## config.mk

```make
export PLATFORM = sky130hd
export DESIGN_NAME = median_mem_arbiter_flat
export DESIGN_NICKNAME = d
export VERILOG_FILES = /design/src/rtl/median_mem_arbiter_if.sv /design/src/rtl/median_mem_arbiter.sv /design/src/flat_wrapper.sv
export SDC_FILE = /design/constraint.sdc
export NUM_CORES = 1
export LEC_CHECK = 0
export CORE_ASPECT_RATIO = 0.7
export CORE_UTILIZATION = 41
export CTS_BUF_LIST = sky130_fd_sc_hd__clkbuf_8 sky130_fd_sc_hd__clkbuf_16
export DETAILED_ROUTE_END_ITERATION = 6
export GPL_ROUTABILITY_DRIVEN = 0
export PLACE_DENSITY = 0.87
export SETUP_SLACK_MARGIN = 0.1
export SYNTH_ARGS = -nofsm -noshare
export SYNTH_HDL_FRONTEND = slang
export SYNTH_SLANG_ARGS = --single-unit
```

## constraint.sdc

```tcl
create_clock -name clk -period 2.1 [get_ports clk]
set_input_delay 0.42 -clock clk [delete_from_list [all_inputs] [get_ports clk]]
set_output_delay 0.42 -clock clk [all_outputs]
set_load 0.02 [all_outputs]
```

## src/rtl/median_mem_arbiter_if.sv

```systemverilog
// median_mem_arbiter_if: requester, memory and status signals shared by the
// filtered-image memory arbiter and its surroundings.
interface median_mem_arbiter_if #(parameter int ADDR_W = 8);
    logic              wr_req;
    logic [ADDR_W-1:0] wr_x;
    logic [ADDR_W-1:0] wr_y;
    logic              wr_data;
    logic              wr_gnt;
    logic              hist_req;
    logic [ADDR_W-1:0] hist_x;
    logic [ADDR_W-1:0] hist_y;
    logic              hist_gnt;
    logic              hist_rvalid;
    logic              user_req;
    logic [ADDR_W-1:0] user_x;
    logic [ADDR_W-1:0] user_y;
    logic              user_gnt;
    logic              user_rvalid;
    logic              rd_data;
    logic [ADDR_W-1:0] mem_x;
    logic [ADDR_W-1:0] mem_y;
    logic              mem_wdata;
    logic              mem_write;
    logic              mem_rdata;
    logic              busy;

    modport slave (
        input  wr_req, wr_x, wr_y, wr_data, hist_req, hist_x, hist_y,
               user_req, user_x, user_y, mem_rdata,
        output wr_gnt, hist_gnt, hist_rvalid, user_gnt, user_rvalid, rd_data,
               mem_x, mem_y, mem_wdata, mem_write, busy
    );

    modport master (
        output wr_req, wr_x, wr_y, wr_data, hist_req, hist_x, hist_y,
               user_req, user_x, user_y, mem_rdata,
        input  wr_gnt, hist_gnt, hist_rvalid, user_gnt, user_rvalid, rd_data,
               mem_x, mem_y, mem_wdata, mem_write, busy
    );
endinterface

```

## src/rtl/median_mem_arbiter.sv

```systemverilog
// median_mem_arbiter: one registered access per cycle to the filtered-image memory,
// writer first, round-robin readers with a starvation override, tagged read return.
module median_mem_arbiter #(
    parameter int ADDR_W       = 8,
    parameter int RD_LAT       = 1,
    parameter int STARVE_LIMIT = 15
) (
    input  logic                 clk,
    input  logic                 reset,
    median_mem_arbiter_if.slave  bus
);
    localparam int CW = $clog2(STARVE_LIMIT + 1);
    localparam logic [CW-1:0] LIM = CW'(STARVE_LIMIT);

    typedef enum logic [1:0] {NONE, WR, HIST, USER} win_t;

    win_t              win;
    logic              rr;
    logic [CW-1:0]     hist_cnt;
    logic [CW-1:0]     user_cnt;
    logic [RD_LAT-1:0] hist_tag;
    logic [RD_LAT-1:0] user_tag;
    logic              hist_starve;
    logic              user_starve;

    assign hist_starve = bus.hist_req && hist_cnt == LIM;
    assign user_starve = bus.user_req && user_cnt == LIM;

    // rr low favours the histogram reader, high favours the user path
    assign win = (hist_starve && user_starve) ? (rr ? USER : HIST) :
                 hist_starve ? HIST :
                 user_starve ? USER :
                 bus.wr_req ? WR :
                 (bus.hist_req && (!rr || !bus.user_req)) ? HIST :
                 bus.user_req ? USER : NONE;

    always_ff @(posedge clk or negedge reset) begin
        if (!reset) begin
            bus.wr_gnt    <= 1'b0;
            bus.hist_gnt  <= 1'b0;
            bus.user_gnt  <= 1'b0;
            bus.mem_write <= 1'b0;
            bus.mem_x     <= '0;
            bus.mem_y     <= '0;
            bus.mem_wdata <= 1'b0;
            rr            <= 1'b0;
            hist_cnt      <= '0;
            user_cnt      <= '0;
            hist_tag      <= '0;
            user_tag      <= '0;
        end else begin
            bus.wr_gnt    <= win == WR;
            bus.hist_gnt  <= win == HIST;
            bus.user_gnt  <= win == USER;
            bus.mem_write <= win == WR;
            if (win != NONE) begin
                bus.mem_x <= win == WR ? bus.wr_x : win == HIST ? bus.hist_x : bus.user_x;
                bus.mem_y <= win == WR ? bus.wr_y : win == HIST ? bus.hist_y : bus.user_y;
            end
            if (win == WR)
                bus.mem_wdata <= bus.wr_data;
            if (win == HIST || win == USER)
                rr <= win == HIST;
            hist_cnt <= (!bus.hist_req || win == HIST) ? '0 : hist_cnt == LIM ? hist_cnt : hist_cnt + 1'b1;
            user_cnt <= (!bus.user_req || win == USER) ? '0 : user_cnt == LIM ? user_cnt : user_cnt + 1'b1;
            // the registered grant is the issue stage, so the tag emerges RD_LAT cycles after it
            hist_tag <= (hist_tag << 1) | RD_LAT'(bus.hist_gnt);
            user_tag <= (user_tag << 1) | RD_LAT'(bus.user_gnt);
        end
    end

    assign bus.rd_data     = bus.mem_rdata;
    assign bus.hist_rvalid = hist_tag[RD_LAT-1];
    assign bus.user_rvalid = user_tag[RD_LAT-1];
    assign bus.busy        = bus.wr_gnt || bus.hist_gnt || bus.user_gnt || |hist_tag || |user_tag;
endmodule

```

## src/flat_wrapper.sv

```systemverilog
// flat-port wrapper written by rule: the top's interface ports become plain ports
module median_mem_arbiter_flat 
#(
    parameter int ADDR_W       = 8,
    parameter int RD_LAT       = 1,
    parameter int STARVE_LIMIT = 15
)
  (clk, reset, bus_wr_req, bus_wr_x, bus_wr_y, bus_wr_data, bus_hist_req, bus_hist_x, bus_hist_y, bus_user_req, bus_user_x, bus_user_y, bus_mem_rdata, bus_wr_gnt, bus_hist_gnt, bus_hist_rvalid, bus_user_gnt, bus_user_rvalid, bus_rd_data, bus_mem_x, bus_mem_y, bus_mem_wdata, bus_mem_write, bus_busy);
  median_mem_arbiter_if #(.ADDR_W(ADDR_W)) bus_i ();
  input  logic clk;
  input  logic reset;
  input wire logic [$bits(bus_i.wr_req)-1:0] bus_wr_req;
  input wire logic [$bits(bus_i.wr_x)-1:0] bus_wr_x;
  input wire logic [$bits(bus_i.wr_y)-1:0] bus_wr_y;
  input wire logic [$bits(bus_i.wr_data)-1:0] bus_wr_data;
  input wire logic [$bits(bus_i.hist_req)-1:0] bus_hist_req;
  input wire logic [$bits(bus_i.hist_x)-1:0] bus_hist_x;
  input wire logic [$bits(bus_i.hist_y)-1:0] bus_hist_y;
  input wire logic [$bits(bus_i.user_req)-1:0] bus_user_req;
  input wire logic [$bits(bus_i.user_x)-1:0] bus_user_x;
  input wire logic [$bits(bus_i.user_y)-1:0] bus_user_y;
  input wire logic [$bits(bus_i.mem_rdata)-1:0] bus_mem_rdata;
  output wire logic [$bits(bus_i.wr_gnt)-1:0] bus_wr_gnt;
  output wire logic [$bits(bus_i.hist_gnt)-1:0] bus_hist_gnt;
  output wire logic [$bits(bus_i.hist_rvalid)-1:0] bus_hist_rvalid;
  output wire logic [$bits(bus_i.user_gnt)-1:0] bus_user_gnt;
  output wire logic [$bits(bus_i.user_rvalid)-1:0] bus_user_rvalid;
  output wire logic [$bits(bus_i.rd_data)-1:0] bus_rd_data;
  output wire logic [$bits(bus_i.mem_x)-1:0] bus_mem_x;
  output wire logic [$bits(bus_i.mem_y)-1:0] bus_mem_y;
  output wire logic [$bits(bus_i.mem_wdata)-1:0] bus_mem_wdata;
  output wire logic [$bits(bus_i.mem_write)-1:0] bus_mem_write;
  output wire logic [$bits(bus_i.busy)-1:0] bus_busy;
  assign bus_i.wr_req = bus_wr_req;
  assign bus_i.wr_x = bus_wr_x;
  assign bus_i.wr_y = bus_wr_y;
  assign bus_i.wr_data = bus_wr_data;
  assign bus_i.hist_req = bus_hist_req;
  assign bus_i.hist_x = bus_hist_x;
  assign bus_i.hist_y = bus_hist_y;
  assign bus_i.user_req = bus_user_req;
  assign bus_i.user_x = bus_user_x;
  assign bus_i.user_y = bus_user_y;
  assign bus_i.mem_rdata = bus_mem_rdata;
  assign bus_wr_gnt = bus_i.wr_gnt;
  assign bus_hist_gnt = bus_i.hist_gnt;
  assign bus_hist_rvalid = bus_i.hist_rvalid;
  assign bus_user_gnt = bus_i.user_gnt;
  assign bus_user_rvalid = bus_i.user_rvalid;
  assign bus_rd_data = bus_i.rd_data;
  assign bus_mem_x = bus_i.mem_x;
  assign bus_mem_y = bus_i.mem_y;
  assign bus_mem_wdata = bus_i.mem_wdata;
  assign bus_mem_write = bus_i.mem_write;
  assign bus_busy = bus_i.busy;
  median_mem_arbiter #(.ADDR_W(ADDR_W), .RD_LAT(RD_LAT), .STARVE_LIMIT(STARVE_LIMIT)) u_core (.clk(clk), .reset(reset), .bus(bus_i));
endmodule
```

==> results.md, run 1 <==
- The flow ran to the end, and the final reports show no timing, DRC or antenna violations.
- When the netlist entered floorplanning its net count stood at 222.
- The worst relative slew slack is between 70 and 80%.
- The overall power after layout is between 0.0015 and 0.002 W.
- TritonCTS built the clock tree.
- For the worst setup path, the data arrival time is about 1.5 ns.
- The total half-perimeter wirelength after legalization and detailed placement is ~3700 microns.
- The register bit count reported by yosys is 31.
- The total iterations of the first detailed-routing run is 4.
- After synthesis, flip-flops and latches occupy 44.10% of the total area.
- After synthesis, the share of cell area in mux cells is less than 1%.
- The average size of a mapped cell is 10.66 sq um.
- The wire length of the first global-routing pass is 7493 microns.
- The power per unit of standard cell area is approximately 650 mW/mm^2.
- Traced cell by cell, the critical path runs through nor3_1 > nand2_1 > clkdlybuf4s50_1.
- For this block, the initial DRC count from the detailed router was 72.
- The final critical delay including setup and external delays is 1.874 ns.
- The clock network burns 34.5% of the power.
- The area occupied by multi-input gates is about 850 sq um.
- The initial cell density of the core is around 44%.
- The synthesized netlist devotes between 20% and 30% of its cell area to compound gates.
- The clock insertion delay at the later pin of the skew report is 0.28 ns.
- The final hold violation count is 0.
- The synthesized-area fraction occupied by and/or/nand/nor cells is 19.35%.
- For this block, the routed nets add up to ~4800 microns of wire.
- The vertical extent of the die is between 50 and 60 microns.
- The count of nets left with antenna violations once routing finished came out at 0.
- The post-synthesis cell type count is 39.
- The overall die width is 80.29 microns.
- The internal power of the cells totals 0.001280 W.
- The number of hold buffers added after CTS is 0.
- The delay of the slowest critical-path stage is 0.53 ns.
- The setup fix buffers added after clock tree synthesis is 0.
- The synthesized netlist devotes 0.9957% of its cell area to XOR and XNOR gates.
- The average wire per standard cell is 15.84 microns.
- The number of inserted diodes is 0.
- Summed over all failing endpoints, the final setup total negative slack is 0 ns.
- The largest clock skew in the final design is 0.007586 ns.
- Pin placement for this block handled 80 I/O pins.
- Once the clock tree was built, the resizer swapped 0 gates to a different size.
- The critical path is of the reg -> out type.
- The worst IR drop on VDD is 0.4033 mV.
- The largest area contributor in the synthesized netlist is dfrtp_1.
- The worst endpoint required time is 1.68 ns.
- Clock-pin slew was measured on the worst setup and hold paths at 0.06 ns.
- After floorplanning, the core was divided into 19 placement rows.
- After synthesis, the largest area contributor takes up 44.10% of total cell area.
- Sorting the synthesized cells by area gives the leading types as dfrtp_1, o211ai_1, a22oi_2, nand3_1, nand2_1.
- The type of destination of the critical path is an output pin.
- Entering global routing, the biggest net connects 32 pins.
- The most used flip-flop cell after synthesis is dfrtp_1.
- The buffer type at the clock tree root is clkbuf_8.
- After detailed routing, the number of remaining DRC violations is 0.
- The total number of yosys warnings is 0.
- The number of synthesized flops with an enable pin is 0.
- Per report_power, the sequential group accounts for between 30% and 40% of the total.
- Among all stages on the critical path, the largest delay is contributed by clkdlybuf4s50_1.
- The number of sinks driven by the clock tree is 31.
- The H-tree was split into 2 levels.
- Hold is met by about 0.4 ns.
- The core outline area is between 0.004 and 0.005 sq mm.
- Based on the critical path, the design can be clocked at up to 533.6 MHz.
- The worst setup path is launched from a flop.
- Setup violations remaining at the end of the flow were counted as 0.
- The max-slew violation total from the final report is 0.
- In this run the worst hold path is classified as reg -> reg.
- The floorplan step defined a die boundary enclosing about 0.0046 sq mm.
- Among cell families on the critical path, the largest total delay comes from buffers and inverters.
- The transition time at the pin with the least slew margin is 0.3948 ns.
- The number of nets in the finished design is around 310.
- Registers take 775.7 sq um.
- The async set-or-reset flop fraction in the synthesized netlist is 100.0%.
- Across the run, the number of max-cap violations was 0.
- For this design the total switching power over the nets is between 0.0004 and 0.0005 W.
- The layout overhead on the synthesized area is 53.63%.
- The layout cell share with drive strength beyond 1 is between 15 and 20%.
- The maximum fanout encountered on the critical timing path is 3.
- The total congestion overflow after global routing is 0.
- During placement, the flow inserted port buffers numbering between 70 and 80.
- Dividing the detail-routed via count by the number of cells gives 5.591.
- Summing every instance area after synthesis gives about 0.0018 sq mm.
- The detailed-route via count is 1,694.
- No sink is reached through more buffers than the 2 on the longest clock path.
- Buffers inserted during clock tree synthesis total 5.
- The final-layout fill cell count is 311.
- The number of global-route vias before repair is roughly 1,600.
- Of the total power, the share spent switching nets is between 20% and 30%.
- The overall fraction of global-route tracks in use is 21.78%.
- The initial antenna violation count is 0.
- The area share of fa/ha/maj cells after synthesis is under 10%.
- The ratio of final minimum period to clock period is approximately nine tenths.
- After synthesis, the largest family of logic cells by area is compound AO/OA/AOI/OAI gates.
- The analysis attributes to cell leakage a power of 1.113 nW.
- The part of the total power dissipated in combinational logic is between 20% and 30%.
- The total buffers and inverters traversed by the critical path is 1.
- After technology mapping, the gate count stands at 165.
- Setup repair after global routing left no endpoint under its margin.
power groups by stage:
stage               sequential, W  clock, W  combinational, W
floorplan                0.000747         0          0.000165
global placement         0.000700         0          0.000452
detailed placement       0.000701         0          0.000460
CTS                      0.000691  0.000612          0.000462
global route             0.000696  0.000642          0.000491
finish                   0.000691  0.000604          0.000459
state kept, by name (all words and copies together), names as in the netlist:
signal                  cells
u_core.bus.hist_gnt         1
u_core.bus.hist_rvalid      1
u_core.bus.mem_wdata        1
u_core.bus.mem_x            8
u_core.bus.mem_y            8
u_core.bus.user_gnt         1
u_core.bus.user_rvalid      1
u_core.bus.wr_gnt           1
u_core.hist_cnt             4
u_core.rr                   1
u_core.user_cnt             4
through the flow:
stage                     cells  cell area (sq um)  setup slack (ns)  utilization, %
final                       303               2703            0.2258           67.27
after global routing        303               2703            0.1781           67.27
after CTS                   303               2703            0.2059           67.27
after detailed placement    295               2585            0.1133           64.34
after global placement      295               2585            0.1704           64.34
after floorplan             165               1759            0.4452               -
synth_stat cells, types with 3 or more instances:
| cell type | instances |
|---|---|
| inv_1 | 3 |
| dfrtp_1 | 31 |
| nand2_1 | 22 |
| a22oi_2 | 9 |
| nand3b_1 | 3 |
| nand3_1 | 17 |
| a21oi_1 | 3 |
| o21ai_0 | 3 |
| a22oi_1 | 8 |
| and3_1 | 4 |
| nor2_1 | 3 |
| o2111a_1 | 3 |
| o211ai_1 | 17 |
| buf_4 | 5 |
| buf_6 | 3 |
final cells by class:
| class | count | share of cell area, % |
|---|---|---|
| Timing Repair Buffer | 92 | 32.69 |
| Multi-Input combinational cell | 117 | 31.44 |
| Sequential cell | 31 | 28.70 |
| Clock buffer | 6 | 3.056 |
| Tap cell | 52 | 2.407 |
| Clock inverter | 2 | 1.296 |
| Inverter | 3 | 0.4167 |
placed cells by master (no fill, tap or decap):
| cell type | count |
|---|---|
| dfrtp_1 | 31 |
| and4_2 | 1 |
| a22oi_1 | 8 |
| a22oi_2 | 9 |
| a22o_1 | 1 |
| clkdlybuf4s50_1 | 77 |
| clkbuf_8 | 6 |
| o211ai_1 | 17 |
| o21ai_2 | 2 |
| xnor2_1 | 1 |
| nand2b_1 | 1 |
| a32o_1 | 1 |
| and4_1 | 2 |
| xor2_1 | 1 |
| o21ai_1 | 1 |
| a31oi_1 | 1 |
| o21ai_0 | 3 |
| nand4_4 | 2 |
| mux2_2 | 1 |
| nor3_1 | 2 |
| ha_1 | 2 |
| nor2_1 | 3 |
| and3_4 | 1 |
| and3_1 | 4 |
| inv_1 | 3 |
| a41o_1 | 1 |
| o2111a_1 | 3 |
| nand2_1 | 22 |
| nand3b_1 | 3 |
| o211ai_4 | 1 |
| nand3_1 | 17 |
| buf_4 | 15 |
| nor3_2 | 1 |
| bufinv_16 | 1 |
| a21oi_1 | 3 |
| o211ai_2 | 1 |
| nand4_1 | 1 |
| clkinv_2 | 1 |
worst register-to-register path: cells and delay by family, from the launching register on:
| kind | cells | cell delay (ns) |
|---|---|---|
| fa+ha+maj | 1 | 0.31 |
| flops | 1 | 0.40 |
| buf+inv | 1 | 0.24 |
| compound gates | 2 | 0.37 |
| simple gates | 2 | 0.40 |
cell families after synthesis:
family	Yosys count
simple gates	60
mux	1
xor+xnor	2
compound gates	52
flops	31
fa+ha+maj	2
buf+inv	17
routing by layer:
| layer | vias up | GRT usage (%) | share of wire [%] |
|---|---|---|---|
| li1 | 798 | - | - |
| met5 | - | 0 | 0 |
| met3 | 6 | 5.203 | 7.1 |
| met2 | 77 | 34.55 | 48 |
| met1 | 813 | 29.38 | 44 |
| met4 | 0 | 6.633 | 0.71 |
path summary, 6_finish.rpt:
| check | cells past startpoint | slack [ns] | to | from |
|---|---|---|---|---|
| min in group asynchronous | 2 | 0.53 | u_core.bus.mem_y[4] | reset |
| setup / recovery | 3 | 0.23 | bus_busy | u_core.bus.hist_gnt |
| hold reg to reg | 0 | 0.41 | u_core.bus.hist_rvalid | u_core.bus.hist_gnt |
| hold / removal | 0 | 0.41 | u_core.bus.hist_rvalid | u_core.bus.hist_gnt |
| max in group asynchronous | 2 | 1.28 | u_core.bus.mem_y[0] | reset |
| setup reg to reg | 6 | 0.30 | u_core.bus.mem_y[0] | u_core.user_cnt[0] |
Power figures use the tool's default switching activity.
==> run 2: changes to the inputs <==
--- a/config.mk
+++ b/config.mk
@@ -9,8 +9,7 @@
 export CORE_UTILIZATION = 41
 export CTS_BUF_LIST = sky130_fd_sc_hd__clkbuf_8 sky130_fd_sc_hd__clkbuf_16
 export DETAILED_ROUTE_END_ITERATION = 6
-export GPL_ROUTABILITY_DRIVEN = 0
-export PLACE_DENSITY = 0.87
+export PLACE_DENSITY = 0.86
 export SETUP_SLACK_MARGIN = 0.1
 export SYNTH_ARGS = -nofsm -noshare
 export SYNTH_HDL_FRONTEND = slang
==> run 2 against run 1 <==
Combinational power is 2% higher. Worst setup slack worse by 0.0075 ns. Non-clock buffer count is 1 lower. Largest power group unchanged. Highest routed layer unchanged.
==> results.md, run 2 (synthesized netlist as in run 1, its figures left out) <==
- The flow ran to the end, and the final reports show no timing, DRC or antenna violations.
- Counting the buffers created by CTS gives 5.
- The final hold violation count was 0.
- Of the available clock period, the critical path in the final layout requires about 90%.
- The post-cts gate resize count is 0.
- The worst path needs 1.882 ns of the cycle, external delays included.
- Summed over all cells, the static leakage comes to around 1.1 nW.
- The number of antenna diodes in the final layout is 0.
- The DRC violation total after the first TritonRoute iteration is 96.
- Timing analysis after detailed placement gives a worst setup slack of 0.1423 ns.
- The delay of the slowest critical-path stage is 0.53 ns.
- The number of setup buffers added after CTS is 0.
- The maximum count of clock buffers along a single path is 2.
- The initial utilization of the core area, before any placement, comes to a little over two fifths.
- The core region is 0.004018 sq mm.
- The number of hold buffers added after CTS is 0.
- In the final layout, the registers with the most flip-flops are u_core.bus.mem_x x8, u_core.bus.mem_y x8.
- The library cells used most frequently in the layout, excluding fill and tap cells, are clkdlybuf4s50_1, dfrtp_1, nand2_1.
- The overall power after layout is 0.001595 W.
- The upper clock frequency limit is roughly 530 MHz.
- Row generation in the floorplan step produced 19 rows.
- The worst endpoint required time is 1.68 ns.
- CTS saw 31 sinks.
- The area growth from synthesis to layout is 53.27%.
- Setup repair after global routing left no endpoint under its margin.
- The buffer type at the clock tree root is clkbuf_8.
- The overall die width is ~80 microns.
- The number of routed nets with antenna violations is 0.
- The final-layout fill cell count is 309.
- In the routed design, unresolved DRC markers number 0.
- After detailed routing, the number of vias per cell comes to roughly 5.5.
- In the final layout, the multi-input gates occupy approximately 850 sq um.
- The total half-perimeter wirelength after legalization and detailed placement is 3471 microns.
- In the final design database the tool counted 306 nets.
- TritonCTS built the clock tree.
- The max-slew violation total from the final report is 0.
- The category of the worst setup path launch point is a flop.
- The overall fraction of global-route tracks in use is between 20% and 30%.
- The path type of the worst setup path is reg -> out.
- Entering global routing, the biggest net connects 32 pins.
- The layout cell share with drive strength beyond 1 is 15.60%.
- The path class of the tightest hold or removal check is reg -> reg.
- The vertical extent of the die is 56.81 microns.
- The area occupied by registers is 775.7 sq um.
- Setup violations remaining at the end of the flow were counted as 0.
- Leaving out fill and tap cells, the most frequent cell in the layout is clkdlybuf4s50_1.
- Headroom to the max-slew limit came out at 74.45%.
- The worst IR drop on VDD is 0.3321 mV.
- The pre-antenna-repair detailed-routing pass consisted of 4 iterations.
- The first global-routing pass estimated 7665 microns of wire.
- After global routing the overflow that remains totals 0.
- The clock transition at the registers of the reported paths is 0.06 ns.
- Across the run, the number of max-cap violations was 0.
- For this block, the via count after detailed routing is between 1,500 and 2,000.
- The arrival time at the worst endpoint is about 1.5 ns.
- The power per unit of standard cell area is ~600 mW/mm^2.
- After detailed routing, the total wire length is about 4700 microns.
- The largest individual stage delay along the critical path comes from the cell clkdlybuf4s50_1.
- The largest clock skew in the final design is 0.008090 ns.
- The worst setup path is captured at an output pin.
- The maximum fanout encountered on the critical timing path is 3.
- During I/O placement, the number of pins put on the boundary was 80.
- The number of global-route vias before repair was 1,594.
- For the final routed database, the setup TNS stands at 0 ns.
- The area of the die is 0.004561 sq mm.
- The initial antenna violation count is 0.
- After layout, the worst setup slack is 0.2183 ns.
- The number of port buffers is 77.
- The average wire per standard cell is 15.65 microns.
- At the end of routability-driven placement, the weighted congestion stood at 0.8747.
- The H-tree level count is 2.
- The transition time at the pin with the least slew margin is between 0.3 and 0.4 ns.
- Walking the worst path, the cells encountered are nor3_1 > nand2_1 > clkdlybuf4s50_1.
- The clock insertion delay at the later pin of the skew report is 0.29 ns.
## run 2: cell count changes in the layout (fill, tap and decap cells not counted)
cell | previous run | this run
inv_1 | 3 | 5
buf_4 | 15 | 11
clkbuf_8 | 6 | 5
bufinv_16 | 1 | 0
buf_12 | 0 | 3
## run 2: final timing paths
check | startpoint | to | slack (ns) | cells past startpoint
min in group asynchronous | reset | u_core.bus.mem_y[2] | 0.52 | 2
min reg2reg | u_core.bus.hist_gnt | u_core.bus.hist_rvalid | 0.41 | 0
max | u_core.bus.hist_gnt | bus_busy | 0.22 | 3
max reg2reg | u_core.user_cnt[0] | u_core.bus.mem_y[5] | 0.32 | 6
min | u_core.bus.hist_gnt | u_core.bus.hist_rvalid | 0.41 | 0
max in group asynchronous | reset | u_core.bus.hist_gnt | 1.30 | 2
## run 2: through the flow
stage                     cell area [sq um]  instances  hold WS (ns)  utilization [%]
final                                  2696        302        0.4077            67.11
after global routing                   2696        302        0.4241            67.11
after CTS                              2696        302        0.4194            67.11
after detailed placement               2615        294        0.3998            65.09
after global placement                 2615        294        0.3980            65.09
after floorplan                        1759        165        0.1244                -
## run 2: final cells by class
type	count	share of cell area, %
sequential	31	28.77
tap	52	2.413
timing repair buffer	91	33.87
multi-input combinational	117	31.51
inverter	3	0.4176
clock inverter	3	0.4640
clock buffer	5	2.552
## run 2: critical path: cells and delay by family (launching register included)
family        cells  cell delay [ns]
buf+inv           1             0.53
flops             1             0.39
simple gates      2             0.25
## run 2: power by group
part	total (W)	switching, W	internal, W
combinational	0.000466	0.000214	0.000252
clock	0.000438	0.000216	0.000222
sequential	0.000691	0.0000407	0.000650
## run 2: per-layer routing
layer | vias up | global-route usage, % | wire length (microns)
met5 | - | 0 | 0
met4 | 0 | 7.143 | 58
met3 | 6 | 6.992 | 474
met2 | 76 | 34.31 | 2143
met1 | 789 | 30.47 | 2049
li1 | 795 | - | -
